--- config.mk ---
export PLATFORM = sky130hd
export DESIGN_NAME = bcd_stopwatch_cnt_flat
export DESIGN_NICKNAME = d
export VERILOG_FILES = /design/src/rtl/bcd_stopwatch_cnt_if.sv /design/src/rtl/bcd_stopwatch_cnt.sv /design/src/flat_wrapper.sv
export SDC_FILE = /design/constraint.sdc
export NUM_CORES = 1
export LEC_CHECK = 0
export CAP_MARGIN = 30
export CORE_AREA = 2 2 80 82
export CTS_BUF_LIST = sky130_fd_sc_hd__clkbuf_2 sky130_fd_sc_hd__clkbuf_4 sky130_fd_sc_hd__clkbuf_8
export DETAILED_ROUTE_END_ITERATION = 16
export DIE_AREA = 0 0 82 84
export PLACE_DENSITY = 0.86
export SYNTH_ARGS = -nofsm -noshare
export SYNTH_HDL_FRONTEND = slang
export SYNTH_SLANG_ARGS = --single-unit
export TNS_END_PERCENT = 10
--- constraint.sdc ---
create_clock -name clk_100hz -period 5.2 [get_ports clk_100hz]
set_input_delay 1.3 -clock clk_100hz [delete_from_list [all_inputs] [get_ports clk_100hz]]
set_output_delay 1.3 -clock clk_100hz [all_outputs]
set_load 0.1 [all_outputs]
--- src/rtl/bcd_stopwatch_cnt_if.sv ---
// Control and display bundle for the MM:SS.hh stopwatch counter.
// The master side drives the controls and the slave side drives the count.
interface bcd_stopwatch_cnt_if;
    logic        ce;
    logic        up;
    logic        load;
    logic [23:0] load_val;
    logic        lap;
    logic        lap_clr;
    logic [23:0] time_bcd;
    logic [23:0] lap_bcd;
    logic        lap_valid;
    logic        at_limit;
    logic        done;

    modport master (
        output ce, up, load, load_val, lap, lap_clr,
        input  time_bcd, lap_bcd, lap_valid, at_limit, done
    );

    modport slave (
        input  ce, up, load, load_val, lap, lap_clr,
        output time_bcd, lap_bcd, lap_valid, at_limit, done
    );
endinterface

--- src/rtl/bcd_stopwatch_cnt.sv ---
// Six-digit BCD up/down stopwatch (MM:SS.hh) with preset, saturate/wrap and done pulse.
// Lap capture is compiled in when BCD_STOPWATCH_LAP_EN is defined.
module bcd_stopwatch_cnt #(
    parameter int MIN_MSB_MAX = 5,
    parameter int WRAP        = 0
) (
    input logic           clk_100hz,
    input logic           clr_n,
    bcd_stopwatch_cnt_if.slave bus
);

    localparam logic [3:0]  MM   = 4'(MIN_MSB_MAX);
    localparam logic [23:0] TERM = {MM, 4'd9, 4'd5, 4'd9, 4'd9, 4'd9};

    // Digit 0 is hundredths lsb, digit 5 is minutes msb.
    function automatic logic [3:0] dmax(input int i);
        if (i == 5)
            return MM;
        else if (i == 3)
            return 4'd5;
        else
            return 4'd9;
    endfunction

    logic [23:0] cnt_q;
    logic        done_q;
    logic [23:0] cnt_inc;
    logic [23:0] cnt_dec;
    logic [23:0] cnt_ld;
    logic [23:0] cnt_step;
    logic        inc_c;
    logic        dec_b;
    logic        at_top;
    logic        at_zero;
    logic        at_limit;
    logic        step_lim;
    logic        cnt_en;
    logic        done_d;

    always_comb begin
        inc_c   = 1'b1;
        cnt_inc = cnt_q;
        for (int i = 0; i < 6; i++) begin
            if (inc_c)
                cnt_inc[4*i +: 4] = (cnt_q[4*i +: 4] >= dmax(i)) ?
                                    4'd0 : cnt_q[4*i +: 4] + 4'd1;
            inc_c = inc_c && (cnt_q[4*i +: 4] >= dmax(i));
        end
    end

    always_comb begin
        dec_b   = 1'b1;
        cnt_dec = cnt_q;
        for (int i = 0; i < 6; i++) begin
            if (dec_b)
                cnt_dec[4*i +: 4] = (cnt_q[4*i +: 4] == 4'd0) ?
                                    dmax(i) : cnt_q[4*i +: 4] - 4'd1;
            dec_b = dec_b && (cnt_q[4*i +: 4] == 4'd0);
        end
    end

    always_comb begin
        cnt_ld = '0;
        for (int i = 0; i < 6; i++) begin
            cnt_ld[4*i +: 4] = (bus.load_val[4*i +: 4] > dmax(i)) ?
                               dmax(i) : bus.load_val[4*i +: 4];
        end
    end

    // Stepping past either limit naturally lands on the opposite limit.
    always_comb begin
        at_top   = (cnt_q == TERM);
        at_zero  = (cnt_q == 24'h0);
        at_limit = bus.up ? at_top : at_zero;
        cnt_step = bus.up ? cnt_inc : cnt_dec;
        step_lim = bus.up ? (cnt_step == TERM) : (cnt_step == 24'h0);
        cnt_en   = bus.ce && !bus.load && !(at_limit && (WRAP == 0));
        done_d   = cnt_en && ((WRAP != 0) ? at_limit : step_lim);
    end

    always_ff @(posedge clk_100hz or negedge clr_n) begin
        if (!clr_n) begin
            cnt_q  <= '0;
            done_q <= 1'b0;
        end else begin
            done_q <= done_d;
            if (bus.load)
                cnt_q <= cnt_ld;
            else if (cnt_en)
                cnt_q <= cnt_step;
        end
    end

    assign bus.time_bcd = cnt_q;
    assign bus.at_limit = at_limit;
    assign bus.done     = done_q;

`ifdef BCD_STOPWATCH_LAP_EN
    logic [23:0] lap_q;
    logic        lap_v_q;

    always_ff @(posedge clk_100hz or negedge clr_n) begin
        if (!clr_n) begin
            lap_q   <= '0;
            lap_v_q <= 1'b0;
        end else if (bus.lap_clr) begin
            lap_q   <= '0;
            lap_v_q <= 1'b0;
        end else if (bus.lap) begin
            lap_q   <= cnt_q;
            lap_v_q <= 1'b1;
        end
    end

    assign bus.lap_bcd   = lap_q;
    assign bus.lap_valid = lap_v_q;
`else
    logic unused_lap;

    assign unused_lap    = bus.lap ^ bus.lap_clr;
    assign bus.lap_bcd   = '0;
    assign bus.lap_valid = 1'b0;
`endif

endmodule

--- src/flat_wrapper.sv ---
// flat-port wrapper written by rule: the top's interface ports become plain ports
module bcd_stopwatch_cnt_flat 
#(
    parameter int MIN_MSB_MAX = 5,
    parameter int WRAP        = 0
)
  (clk_100hz, clr_n, bus_ce, bus_up, bus_load, bus_load_val, bus_lap, bus_lap_clr, bus_time_bcd, bus_lap_bcd, bus_lap_valid, bus_at_limit, bus_done);
  bcd_stopwatch_cnt_if bus_i ();
  input logic clk_100hz;
  input logic clr_n;
  input wire logic [$bits(bus_i.ce)-1:0] bus_ce;
  input wire logic [$bits(bus_i.up)-1:0] bus_up;
  input wire logic [$bits(bus_i.load)-1:0] bus_load;
  input wire logic [$bits(bus_i.load_val)-1:0] bus_load_val;
  input wire logic [$bits(bus_i.lap)-1:0] bus_lap;
  input wire logic [$bits(bus_i.lap_clr)-1:0] bus_lap_clr;
  output wire logic [$bits(bus_i.time_bcd)-1:0] bus_time_bcd;
  output wire logic [$bits(bus_i.lap_bcd)-1:0] bus_lap_bcd;
  output wire logic [$bits(bus_i.lap_valid)-1:0] bus_lap_valid;
  output wire logic [$bits(bus_i.at_limit)-1:0] bus_at_limit;
  output wire logic [$bits(bus_i.done)-1:0] bus_done;
  assign bus_i.ce = bus_ce;
  assign bus_i.up = bus_up;
  assign bus_i.load = bus_load;
  assign bus_i.load_val = bus_load_val;
  assign bus_i.lap = bus_lap;
  assign bus_i.lap_clr = bus_lap_clr;
  assign bus_time_bcd = bus_i.time_bcd;
  assign bus_lap_bcd = bus_i.lap_bcd;
  assign bus_lap_valid = bus_i.lap_valid;
  assign bus_at_limit = bus_i.at_limit;
  assign bus_done = bus_i.done;
  bcd_stopwatch_cnt #(.MIN_MSB_MAX(MIN_MSB_MAX), .WRAP(WRAP)) u_core (.clk_100hz(clk_100hz), .clr_n(clr_n), .bus(bus_i));
endmodule
-- After elaboration in Yosys (flattened, before gate mapping)
Cells that the tools add are included.
- shifts and indexed selects: 0
- mux-type cells: 38
- $add $sub $neg: 12
- equal/unequal tests: 2
- multiply operators: 0
- order comparisons: 16
- bitwise logic cells: 0
- div/mod/pow operators: 0
- reduce and logical (&&, ||, !) cells: 22
- operator list (operator ; number):
    $mux W4 ; 33
    $mux W24 ; 3
    $eq A24 B23 Y1 const B ; 2
    $logic_not A24 Y1 ; 2
    $add A4 B1 Y4 const B ; 6
    $logic_not A4 Y1 ; 6
    $sub A4 B1 Y4 const B ; 6
    $ge A4 B4 Y1 ; 5
    $ge A4 B4 Y1 const B ; 4
    $gt A4 B4 Y1 const B ; 4
    $logic_and A1 B1 Y1 ; 11
    $gt A4 B3 Y1 const B ; 2
    $ge A4 B3 Y1 const B ; 1
    $logic_not A1 Y1 ; 2
    $mux W1 ; 2
    $reduce_bool A2 Y1 ; 1
- latch bits: 0
- memories: 0
- bits in writable memories: 0
- flip-flop bits (word level): 25
- word-level logic and storage cells: 92
- output and inout bits: 51
- memory bits (read-only): 0
- input bits: 31

-- Logic depth before layout (Yosys ltp)
- depth in word-level cells: 13
- mapped depth: 12
- gate-level depth less buffers: 9

-- Worst setup path after synthesis
No wires, ideal clock.
- path type: register to output
- from: reg u_core.cnt_q[0], in the netlist u_core.bus.time_bcd[0]
- to: out bus_at_limit
- setup slack: 965 ps
- arrival time: 2935 ps
- data required time: 3900 ps
- cell stages (with the launch flop): 9
- buffers on the path: 2
- path through: dfrtp_1 inv_1 ha_1 buf_6 or3b_1 buf_6 nor4_4 a32oi_1 inv_1
- cells in the longest elaborated chain, start to end: 2
- elaborated cells between the ends (all ways): 3
- those cells by class: eq/ne (1); mux (1); reduce/logical (1)
- ends and longest elaborated chain (element ; line ; text):
    start: declaration ; bcd_stopwatch_cnt.sv:25 ; logic [23:0] cnt_q;
    start signal: assignment ; bcd_stopwatch_cnt.sv:88 ; cnt_q <= cnt_ld;
    start signal: assignment ; bcd_stopwatch_cnt.sv:90 ; cnt_q <= cnt_step;
    $eq A24 B23 Y1 / $logic_not A24 Y1 (equally long branches) ; bcd_stopwatch_cnt.sv:72, bcd_stopwatch_cnt.sv:73 ;
    $mux W1 * ; bcd_stopwatch_cnt.sv:74 ; at_limit = bus.up ? at_top : at_zero;
    end: declaration ; flat_wrapper.sv:20 ; output wire logic [$bits(bus_i.at_limit)-1:0] bus_at_limit;
Every way passes the cells marked *; elsewhere a longest branch is shown, timed or not.

-- Final worst setup path
- from: in bus_up
- to: out bus_at_limit
- cells in the longest elaborated chain, start to end: 1
- ends and longest elaborated chain (element ; line ; text):
    start: declaration ; flat_wrapper.sv:12 ; input wire logic [$bits(bus_i.up)-1:0] bus_up;
    $mux W1 ; bcd_stopwatch_cnt.sv:74 ;
Every way passes these cells.

==> metrics <==
cell taking the most area after synthesis dfrtp_1; Max Slew Vio Count 0; outcome finished clean; Worst-Skew Late Latency 0.27 ns; final RePlAce weighted congestion 0.955; most frequent cell after synthesis o21ai_0; Final Hold Vio Count 0; Distinct cells, synth 73; Post-Synth Simple-Gate Area 27.0%; Slew HR 24.2%; Ports 82; vias in the first global route 3115; synthesized flop and latch total 25; fin crit share 83.7%; Post-synth EDFFs 0; Gate Count Post-Synth 413; Placeable Area 6100 um2; sequential share of power 28.7%; die area 6890 um2; critical path type in2out; Hold Path Stages 2; Clock Sink Count 25; cts bufs inserted 3; antenna viol nets, final 0; Peak Freq 0.230 GHz; Post-Route Setup TNS 0 ns; GRT overflow 0; HP Start u_core.bus.time_bcd[1]; Die Ht 84 um; capturing point of the worst reg2reg path u_core.bus.done; Routed WL 9440 um; all-layer global routing usage 28.4%; Tot Pwr 947 uW; Top FF cell, synth dfrtp_1; Crit. End Element primary output; post-DP HPWL 7330 um; DR vias/cell 6.51; clock share of power 12.4%; Pwr Density 254 nW/um2; crit-path max cell delay 0.77 ns; leak pwr 0.00148 uW; WL per Instance 17.9 um; clock-pin slew on the worst setup and hold paths 0.08 ns; FP Rows 29; post-CTS setup buffer count 0; Switching Share 54.8%; Die X 82 um; drt pass-1 iters 5; yosys warns 0; final setup violation count 0; worst path bufs/invs 3; initial DRC count 364; largest net degree at the start of global routing 36; Int Power 428 uW; Post-CTS Resized 0; Syn-to-layout area delta 16.8%; area post-placement 3670 um2; R2R Setup Slk 1.34 ns; Post-Syn Area per Cell 7.72 um2; slowest CP cell clkdlybuf4s50_1; min cycle time layout 4.35 ns; skew final 0.00115 ns; Commonest cells post-synth o21ai_0 (36), buf_4 (27), nand2_1 (27); drt drc 0; met2 Use GR 43.8%; initial antenna violation count 0; Netlist Area Pre-Place 3190 um2; R2R depth 9; H-tree depth 1; initial core utilization 52.3%; ant diodes 0; crit path max fanout 13; hold-fix buffers at CTS 0; # Max-Cap Violations 0; Layout Nets 502; proportion of synthesized area in mux cells 5.10%; Synth Area in XOR/XNOR 0.549%; CTS tree built; Most Crowded Layer GR met2; global-route wire length before repair 15500 um; Crit path max-delay family buffers and inverters; grt met1 use 41.7%; CP startpoint kind primary input; Hold Path End u_core.bus.time_bcd[1]; number of I/O port buffers 54; ys async rst share 100%; RSZ-0062 raised after global routing no; met3 Resource Use GR 1.52%; critical-path cell list clkdlybuf4s50_1 > nand4_1 > nor3_1 > a32oi_1 > inv_1 > buf_12; Yosys top cell area share 19.6%; synth top area cells dfrtp_1 (20%), ha_1 (7.5%), buf_4 (6.4%); Worst R2R Start u_core.bus.time_bcd[0]; worst min path class reg2reg; main combinational cell family by area after synthesis compound AO/OA/AOI/OAI gates; adder-cell share of the synthesized area 7.45%; vias 3437; peak supply drop 235 uV; Comb power frac 58.9%; register area share after synthesis 19.6%; layout cell share with drive strength beyond 1 7.76%; Slew @ Worst Pin 1.13 ns; Synth Area in Compound Gates 27.1%; CTS root buf clkbuf_8; Max clock buf depth 2; Sw Pwr 519 uW; Worst EP required 3.90 ns; CP arrival 3.05 ns; fin area 3720 um2
==> registers in the layout (all words and copies together), names as in the netlist <==
register / count
u_core.bus.done: 1
u_core.bus.time_bcd: 24
==> through the flow <==
step / instances / setup WS (ns) / util (%) / hold WS, ns
after detailed placement: 524 / 0.829 / 60.3 / 0.674
after CTS: 528 / 0.881 / 61.1 / 0.692
after floorplan: 437 / 0.965 / - / 1.00
after global routing: 528 / 0.722 / 61.1 / 0.759
after global placement: 523 / 0.897 / 59.8 / 0.667
final: 528 / 0.849 / 61.1 / 0.699
==> cell families (layout without fill, tap and decap cells) <==
group | after synthesis | count (layout)
buf+inv | 75 | 89
xor+xnor | 2 | 2
other cells | 1 | 25
flops | 25 | 25
compound gates | 127 | 127
fa+ha+maj | 19 | 19
simple gates | 148 | 148
mux | 16 | 16
==> final cells by class <==
type | instances | area [um2]
fill | 551 | 2370
multi-input combinational | 337 | 2240
timing repair buffer | 62 | 631
sequential | 25 | 626
tap | 77 | 96.3
inverter | 23 | 86.3
clock buffer | 4 | 48.8
==> worst min-delay path: cells and delay by family (launching register included) <==
family	cells	cell delay, ns
flops	1	0.44
compound gates	2	0.23
==> per-layer routing <==
metal	vias to the layer above	part of all wire [%]
met2	218	47
met3	21	8.1
li1	1585	-
met1	1613	43
met4	0	2.2
met5	-	0
==> worst max path at each step <==
stage	start	end	slack (ns)	depth (start not counted)
global placement	bus_up	u_core.bus.done	0.90	9
global route	bus_up	bus_at_limit	0.72	6
finish	bus_up	bus_at_limit	0.85	6
detailed placement	bus_up	u_core.bus.done	0.83	9
floorplan	u_core.bus.time_bcd[0]	bus_at_limit	0.97	8
CTS	bus_up	bus_at_limit	0.88	6
==> layout by cell type (no fill, tap or decap), types with 5 or more instances in the layout <==
cell type	netlist	layout
a211oi_1	8	8
clkdlybuf4s50_1	0	53
buf_4	27	7
a21oi_1	25	25
nor3_1	12	12
nand3_1	11	11
nand2_1	27	27
nor4_1	12	12
ha_1	19	19
o21ai_0	36	36
inv_1	22	22
or3b_2	5	5
dfrtp_1	25	25
nor2_1	25	25
conb_1	1	25
o31ai_1	5	5
nand2b_1	9	9
o21a_1	5	5
nand4_1	12	12
mux2i_1	14	14
nor3b_1	8	8
a31oi_1	9	9
==> power by group through the flow <==
stage | combinational [uW] | clock (uW) | sequential (uW)
after floorplan | 320 | 0 | 382
after global placement | 539 | 0 | 271
after detailed placement | 551 | 0 | 272
after CTS | 552 | 122 | 268
after global routing | 591 | 131 | 275
final | 558 | 118 | 272
Note: power is estimated with default switching activity, not from simulation.
